===== src/rtl/bcd_seg_scan_pkg.sv =====
// Shared definitions for the BCD 7-segment scanner: glyphs (active-high, bit order g..a),
// digit count and the digit index type.
package bcd_seg_scan_pkg;

    localparam int NUM_DIGITS = 4;

    typedef logic [$clog2(NUM_DIGITS)-1:0] digit_idx_t;

    localparam logic [6:0] GLYPH_0     = 7'h3F;
    localparam logic [6:0] GLYPH_1     = 7'h06;
    localparam logic [6:0] GLYPH_2     = 7'h5B;
    localparam logic [6:0] GLYPH_3     = 7'h4F;
    localparam logic [6:0] GLYPH_4     = 7'h66;
    localparam logic [6:0] GLYPH_5     = 7'h6D;
    localparam logic [6:0] GLYPH_6     = 7'h7D;
    localparam logic [6:0] GLYPH_7     = 7'h07;
    localparam logic [6:0] GLYPH_8     = 7'h7F;
    localparam logic [6:0] GLYPH_9     = 7'h6F;
    localparam logic [6:0] GLYPH_DASH  = 7'h40;
    localparam logic [6:0] GLYPH_BLANK = 7'h00;

endpackage


===== src/rtl/bcd_seg_scan_decode.sv =====
// Combinational BCD nibble to active-high 7-segment glyph; non-BCD nibbles show a dash.
module bcd7seg_decode
    import bcd_seg_scan_pkg::*;
(
    input  logic [3:0] nibble,
    output logic [6:0] glyph
);

    always_comb begin
        glyph = GLYPH_DASH;
        case (nibble)
            4'd0:    glyph = GLYPH_0;
            4'd1:    glyph = GLYPH_1;
            4'd2:    glyph = GLYPH_2;
            4'd3:    glyph = GLYPH_3;
            4'd4:    glyph = GLYPH_4;
            4'd5:    glyph = GLYPH_5;
            4'd6:    glyph = GLYPH_6;
            4'd7:    glyph = GLYPH_7;
            4'd8:    glyph = GLYPH_8;
            4'd9:    glyph = GLYPH_9;
            default: glyph = GLYPH_DASH;
        endcase
    end

endmodule


===== src/rtl/bcd_seg_scan.sv =====
// Four-digit multiplexed 7-segment scanner with frame-synchronous double buffering.
// Optional leading-zero blanking is enabled by defining LEADING_ZERO_BLANK_EN.
module bcd_seg_scan
    import bcd_seg_scan_pkg::*;
#(
    parameter int CLK_DIV        = 50000,
    parameter bit SEG_ACTIVE_LOW = 1'b1
) (
    input  logic        clk,
    input  logic        rst,
    input  logic [15:0] bcd_in,
    input  logic        bcd_valid,
    input  logic [3:0]  dp_in,
    output logic [7:0]  seg,
    output logic [3:0]  dig_sel,
    output logic        frame_done
);

    localparam int              PW      = (CLK_DIV > 1) ? $clog2(CLK_DIV) : 1;
    localparam logic [PW-1:0]   PS_LAST = PW'(CLK_DIV - 1);
    localparam logic [7:0]      SEG_OFF = SEG_ACTIVE_LOW ? 8'hFF : 8'h00;
    localparam logic [3:0]      DIG_OFF = SEG_ACTIVE_LOW ? 4'hF : 4'h0;

    logic [PW-1:0]  ps_cnt;
    digit_idx_t     idx;
    logic           tick;
    logic           wrap;
    logic [15:0]    pend_bcd, act_bcd, nxt_bcd;
    logic [3:0]     pend_dp, act_dp, nxt_dp;
    logic           pend_flag;
    logic [3:0]     nib;
    logic [6:0]     glyph;
    logic           blank;
    logic [7:0]     seg_raw;
    logic [NUM_DIGITS-1:0] dig_raw;

    // idx is the digit lit by the next tick, so the tick that lights digit 0 is the frame wrap.
    assign tick = (ps_cnt == PS_LAST);
    assign wrap = tick && (idx == '0);

    always_ff @(posedge clk or posedge rst) begin
        if (rst) begin
            ps_cnt <= '0;
            idx    <= '0;
        end else if (tick) begin
            ps_cnt <= '0;
            idx    <= idx + 1'b1;
        end else begin
            ps_cnt <= ps_cnt + PW'(1);
        end
    end

    // A strobe landing on the wrap bypasses pending and is displayed on this very edge.
    always_comb begin
        nxt_bcd = act_bcd;
        nxt_dp  = act_dp;
        if (wrap) begin
            if (bcd_valid) begin
                nxt_bcd = bcd_in;
                nxt_dp  = dp_in;
            end else if (pend_flag) begin
                nxt_bcd = pend_bcd;
                nxt_dp  = pend_dp;
            end
        end
    end

    always_ff @(posedge clk or posedge rst) begin
        if (rst) begin
            pend_bcd  <= '0;
            pend_dp   <= '0;
            pend_flag <= 1'b0;
            act_bcd   <= '0;
            act_dp    <= '0;
        end else begin
            act_bcd <= nxt_bcd;
            act_dp  <= nxt_dp;
            if (bcd_valid) begin
                pend_bcd <= bcd_in;
                pend_dp  <= dp_in;
            end
            if (bcd_valid && !wrap)
                pend_flag <= 1'b1;
            else if (wrap)
                pend_flag <= 1'b0;
        end
    end

    assign nib = nxt_bcd[{idx, 2'b00} +: 4];

    bcd7seg_decode u_decode (
        .nibble (nib),
        .glyph  (glyph)
    );

`ifdef LEADING_ZERO_BLANK_EN
    always_comb begin
        blank = 1'b0;
        case (idx)
            2'd1:    blank = (nxt_bcd[15:4]  == '0);
            2'd2:    blank = (nxt_bcd[15:8]  == '0);
            2'd3:    blank = (nxt_bcd[15:12] == '0);
            default: blank = 1'b0;
        endcase
    end
`else
    assign blank = 1'b0;
`endif

    assign seg_raw = {nxt_dp[idx], blank ? GLYPH_BLANK : glyph};
    assign dig_raw = NUM_DIGITS'(1) << idx;

    always_ff @(posedge clk or posedge rst) begin
        if (rst) begin
            seg        <= SEG_OFF;
            dig_sel    <= DIG_OFF;
            frame_done <= 1'b0;
        end else begin
            frame_done <= wrap;
            if (tick) begin
                seg     <= seg_raw ^ SEG_OFF;
                dig_sel <= dig_raw ^ DIG_OFF;
            end
        end
    end

endmodule


===== config.mk =====
export PLATFORM = sky130hd
export DESIGN_NAME = bcd_seg_scan
export DESIGN_NICKNAME = d
export VERILOG_FILES = /design/src/rtl/bcd_seg_scan_pkg.sv /design/src/rtl/bcd_seg_scan_decode.sv /design/src/rtl/bcd_seg_scan.sv
export SDC_FILE = /design/constraint.sdc
export NUM_CORES = 1
export LEC_CHECK = 0
export ABC_AREA = 1
export BUFFER_PORTS_ARGS = -buffer_cell sky130_fd_sc_hd__buf_2
export CORE_MARGIN = 2
export CORE_UTILIZATION = 50
export DETAILED_ROUTE_END_ITERATION = 7
export GPL_ROUTABILITY_DRIVEN = 0
export PLACE_DENSITY = 0.75
export SLEW_MARGIN = 10
export SYNTH_ARGS = -nofsm -noshare
export SYNTH_HDL_FRONTEND = slang
export SYNTH_HIERARCHICAL = 1
export SYNTH_SLANG_ARGS = --single-unit

===== constraint.sdc =====
create_clock -name clk -period 3.1 [get_ports clk]
set_clock_uncertainty 0.05 [all_clocks]
set_input_delay 0.155 -clock clk [delete_from_list [all_inputs] [get_ports clk]]
set_output_delay 0.155 -clock clk [all_outputs]
set_load 0.005 [all_outputs]

# Word-level counts from Yosys, hierarchy flattened
# Memory sizes are Yosys's and may differ from the RTL's.
# Cells that the tools add are included.
# word_totals
word_cells	35
reg_bits	72
rom_bits	112
n_memories	1
# memory_table
name	depth	word_bits	rd	rd_clocked_by_memory_dff	write_ports	line_no	rtl
(name not given)	16	7	1	0	0	bcd_seg_scan_decode.sv:11	case (nibble)
# classes
n_shift	2
n_addsub	2
eq_ne	1
muxes	11
magnitude_cmp	1
n_reduce_logical	5
n_bitwise	2
# op_table
cell	n
2-to-1 mux 16 bit	4
adder 16 x 1 -> 16 bit (second input constant)	1
== test 16 bit (second input constant)	1
variable part select 16 x 5 -> 4 bit	1
2-to-1 mux 4 bit	3
inverter 8 bit	1
inverter 4 bit	1
<< shifter 1 x 2 -> 4 bit (first input constant)	1
less-than comparator 2 x 3 -> 1 bit (second input constant)	1
2-to-1 mux 1 bit	3
adder 2 x 1 -> 2 bit (second input constant)	1
binary-select mux 1 bit (select 2 bit)	1
logical AND 1 bit	2
logical NOT 2 bit	1
nonzero test 2 bit	1
logical NOT 1 bit	1

# Depth between registers and ports, before layout
# depth
ltp_word	6
ltp_mapped	21
depth_no_buf	20

# Hierarchy
# The synthesis kept the hierarchy.
# by_module_without_submodules
mod	area_per_inst_um2	seq_area_each_um2	instances	cells_each
bcd_seg_scan	3749.8	1816.7	1	476
bcd7seg_decode	192.7	0.0	1	36

# Worst setup path before layout
# No wires, ideal clock.
# synth_path
path_kind	reg2reg
startpoint	register idx[0]
endpoint	register seg[3]
period_less_slack_ns	2.504
setup_slack_ns	0.596
t_required_ns	2.971
setup_time_ns	0.079
arrival_time_ns	2.376
stages_incl_launch_ff	20
cell_sequence	dfrtp_1 inv_1 buf_2 ha_1 nand3_4 clkinv_4 buf_12 nand2_2 o21ai_2 inv_2 nand2_1 nand3_1 nand2_1 inv_1 ha_1 nand2_1 nand2_1 nand2_1 nand2_1 o21ai_0
# synth_via
elab_chain_cells	6
# synth_rtl
item	line_no	rtl
start: declaration	bcd_seg_scan.sv:25	digit_idx_t idx;
start signal: assignment	bcd_seg_scan.sv:47	idx <= idx + 1'b1;
logical NOT 2 bit	bcd_seg_scan.sv:39	assign wrap = tick && (idx == '0);
logical AND 1 bit	bcd_seg_scan.sv:39	
2-to-1 mux 16 bit	bcd_seg_scan.sv:57	if (wrap) begin
named net nxt_bcd[13]	bcd_seg_scan.sv:28	logic [15:0] pend_bcd, act_bcd, nxt_bcd;
variable part select 16 x 5 -> 4 bit	bcd_seg_scan.sv:89	assign nib = nxt_bcd[{idx, 2'b00} +: 4];
named net nib[1]	bcd_seg_scan.sv:31	logic [3:0] nib;
memory read (16 x 7 bit)	--	
named net glyph[3]	bcd_seg_scan.sv:32	logic [6:0] glyph;
inverter 8 bit (no source line)	--	
end signal: assignment	bcd_seg_scan.sv:121	seg <= seg_raw ^ SEG_OFF;
end: declaration	bcd_seg_scan.sv:14	output logic [7:0] seg,
# The timed path passes the listed nets, and every way through them passes these cells.
# A chain may end at the register's enable or synchronous reset.

# Worst setup path after layout
# layout_path
startpoint	register ps_cnt[0]
endpoint	register seg[3]
# layout_via
elab_chain_cells	6
# layout_rtl
item	line_no	rtl
start: declaration	bcd_seg_scan.sv:24	logic [PW-1:0] ps_cnt;
start signal: assignment	bcd_seg_scan.sv:49	ps_cnt <= ps_cnt + PW'(1);
== test 16 bit	bcd_seg_scan.sv:38	assign tick = (ps_cnt == PS_LAST);
logical AND 1 bit	bcd_seg_scan.sv:39	
2-to-1 mux 16 bit	bcd_seg_scan.sv:57	
named net nxt_bcd[1]	bcd_seg_scan.sv:28	
variable part select 16 x 5 -> 4 bit	bcd_seg_scan.sv:89	
named net nib[1]	bcd_seg_scan.sv:31	
memory read (16 x 7 bit)	--	
named net glyph[3]	bcd_seg_scan.sv:32	
inverter 8 bit (no source line)	--	
# The timed path passes the listed nets, and every way through them passes these cells.

==> results.ini <==
[pwr]
clockPowerShare_pct=37.5
finalPower_w=0.00176
p_sw_w=0.000439
powerDensity_nw_per_um2=390
swShare_pct=25.0
max-vdd-ir-drop_mv=0.263
p_seq_share_pct=55.4
intPower_w=0.00132
p_leak_nw=2.49
combPwrFrac_pct=7.1

[timing]
final-hold-violation-count=1
period_needed_ns=2.78
drv_slew=0
relSlewSlack_pct=41.6
setup_violations=0
timing.final.crit_share_pct=89.5
max_slew.worst_pin.slew_ns=0.874
rsz0062_at_grt=false
whs_ns=-0.00110
fmax_mhz=360
fin_tns_setup_ns=0

[yosys]
yosys-top-cells-area=dfrtp_1 38%, nand2_1 19%, dfstp_2 8.0%
seq_area_frac_synth_pct=46.1
synthesis.area_um2=3940
syn-num-nets=546
ys_ff_latch=72
yosys.area.top_type_share_pct=38.1
syn_inst=512
postSynthAreaPerCell_um2=7.70
synth.distinct_cells=34
yosysWarnings=6
synth_top_area_cell=dfrtp_1

[clocking]
clock_sinks=72
clkLatencyLatePin_ns=0.35
cts_tree=built
h-tree-depth=3
clockBufferDepth=2
numCtsBuffers=9
clockRootBuffer=clkbuf_8
path_clk_slew_ns=0.08
cts_setup_buffers=0

[routing]
wl_met2_mm=3.79
vias=3264
drtAntennaViolNets=0
drtPass1Iterations=4
highest_layer=met4
wl_met1_mm=3.79
via_per_inst=4.88
drc_errors=0
drt-total-wl_mm=8.09
dr_wl_met3_um=335
drt_iter0_markers=195
wire_per_inst_um=12.1

[floorplanning]
core_um2=7690
start_util_pct=51.3
rows=32
die_x_um=92.8
die_h_um=92.8
top_level_ports=36
die_area_um2=8610

[place]
io_buffers=35
placed_cell_area_um2=4180
dp_cells=639
dp_hpwl_mm=5.66

[grt]
antenna_found_initial=0
grt.overflow.total=0
grt_max_degree=42
gr-usage-all-layers_pct=20.3
grt_pass1_vias=3116
grt_pass1_wl_mm=13.9

[job]
cap_violations=0

[final_layout]
drive_gt1_share_pct=21.9
layout_common_cells=195 x nand2_1, 59 x dfrtp_1, 55 x inv_1, 35 x o21ai_0, 35 x buf_2
layout_commonest_cell=nand2_1
nets=596
fin_area_um2=4510
fillers=719
num_antenna_cells=0
multi_input_area_um2=1730
final_cells=669
syn_to_final_growth_pct=14.3
register_area_um2=1820

[critical_path]
path_class=reg -> reg
rr_worst_depth=18
cp.arrival_ns=2.98
cp-start-kind=flip-flop
cp-end-kind=flip-flop
r2r-start=ps_cnt[0]
cp_max_fo=33
crit_required_ns=3.31
crit_path_start=ps_cnt[0]

[run_status]
violations=negative hold slack
status=finished, violations left

[min_path]
whs_path_depth=3
hp-start=dp_in[1]
hp-class=in -> reg

kinds of logic after synthesis:
group | share of synthesized area (%)
and+or+nand+nor | 28.8
buffers and inverters | 10.2
DFF | 46.1
AOI/OAI and AO/OA | 9.93
adders and majority gates | 3.49
xor gates and xnor gates | 1.56
through the flow:
step,util (%),worst slack (ns)
3_5_place_dp,54.4,0.201
4_1_cts,58.5,0.189
5_1_grt,58.6,0.0194
2_1_floorplan,-,0.596
3_3_place_gp,54.4,0.379
6_report,58.6,0.324
cell usage after synthesis:
library cell / count
a21boi_0: 2
a21boi_1: 1
a21oi_1: 6
a31oi_1: 2
and2_1: 4
buf_12: 2
buf_2: 5
buf_6: 2
clkbuf_1: 9
clkinv_4: 1
dfrtp_1: 60
dfstp_2: 12
ha_1: 11
inv_1: 56
inv_2: 16
nand2_1: 195
nand2_2: 10
nand3_1: 24
nand3_4: 1
nand3b_1: 1
nand4_1: 2
nor2_1: 19
nor2_2: 4
nor2_4: 3
nor3_1: 1
nor3_2: 1
nor4_1: 2
o211ai_1: 1
o21a_1: 1
o21ai_0: 35
o21ai_1: 1
o21ai_2: 15
xnor2_1: 1
xor2_1: 6
critical path: stages (launching register included):
cell      delay (ns)
dfrtp_1         0.37
ha_1            0.21
nand3_1         0.19
nor2_2          0.19
nand3_4         0.15
clkinv_8        0.19
nand2_1         0.09
o21ai_2         0.08
inv_2           0.04
nand2_1         0.05
nand3_1         0.07
nand2_1         0.15
inv_1           0.13
ha_1            0.30
nand2_1         0.08
nand2_1         0.06
nand2_1         0.05
nand2_1         0.04
o21ai_0         0.18
area by class of cell:
cell class,count,share of cell area (%)
inverter,73,6.36
multi-input combinational,349,38.3
sequential,72,40.3
timing repair buffer,57,8.33
clock inverter,6,0.778
tap,102,2.83
clock buffer,10,3.05
sequential cells by signal (all words and copies together), names as in the netlist:
register,count
idx,2
frame_done,1
pend_dp,4
act_dp,4
seg,8
ps_cnt,16
pend_bcd,16
dig_sel,4
pend_flag,1
act_bcd,16
power groups by stage:
stage               combinational, W  clock (W)  sequential (W)
CTS                         0.000126   0.000673        0.000974
finish                      0.000124   0.000660        0.000974
global route                0.000145   0.000718        0.000976
detailed placement          0.000113          0        0.000991
floorplan                  0.0000763          0        0.000988
global placement            0.000109          0        0.000991
per-layer routing:
layer	global-route usage (%)	vias up
met1	27.0	1510
met3	3.17	15
met5	0	-
li1	-	1666
met4	8.82	0
met2	32.9	73
repair_timing:
item | 4_1_cts | 5_1_grt
setup endpoints to repair | 0 | 3
resized for setup | 0 | 3
hold endpoints to repair | 51 | 0
hold buffers | 14 | 0
worst paths after layout:
path | endpoint | slack [ns]
worst min-delay path | pend_dp[1] | -0.001
worst min register to register | ps_cnt[0] | 0.42
worst max register to register | seg[3] | 0.32
max in group asynchronous | seg[4] | 1.68
worst max-delay path | seg[3] | 0.32
min in group asynchronous | pend_bcd[11] | 0.49
No activity file was read; power rests on OpenSTA's default activity.
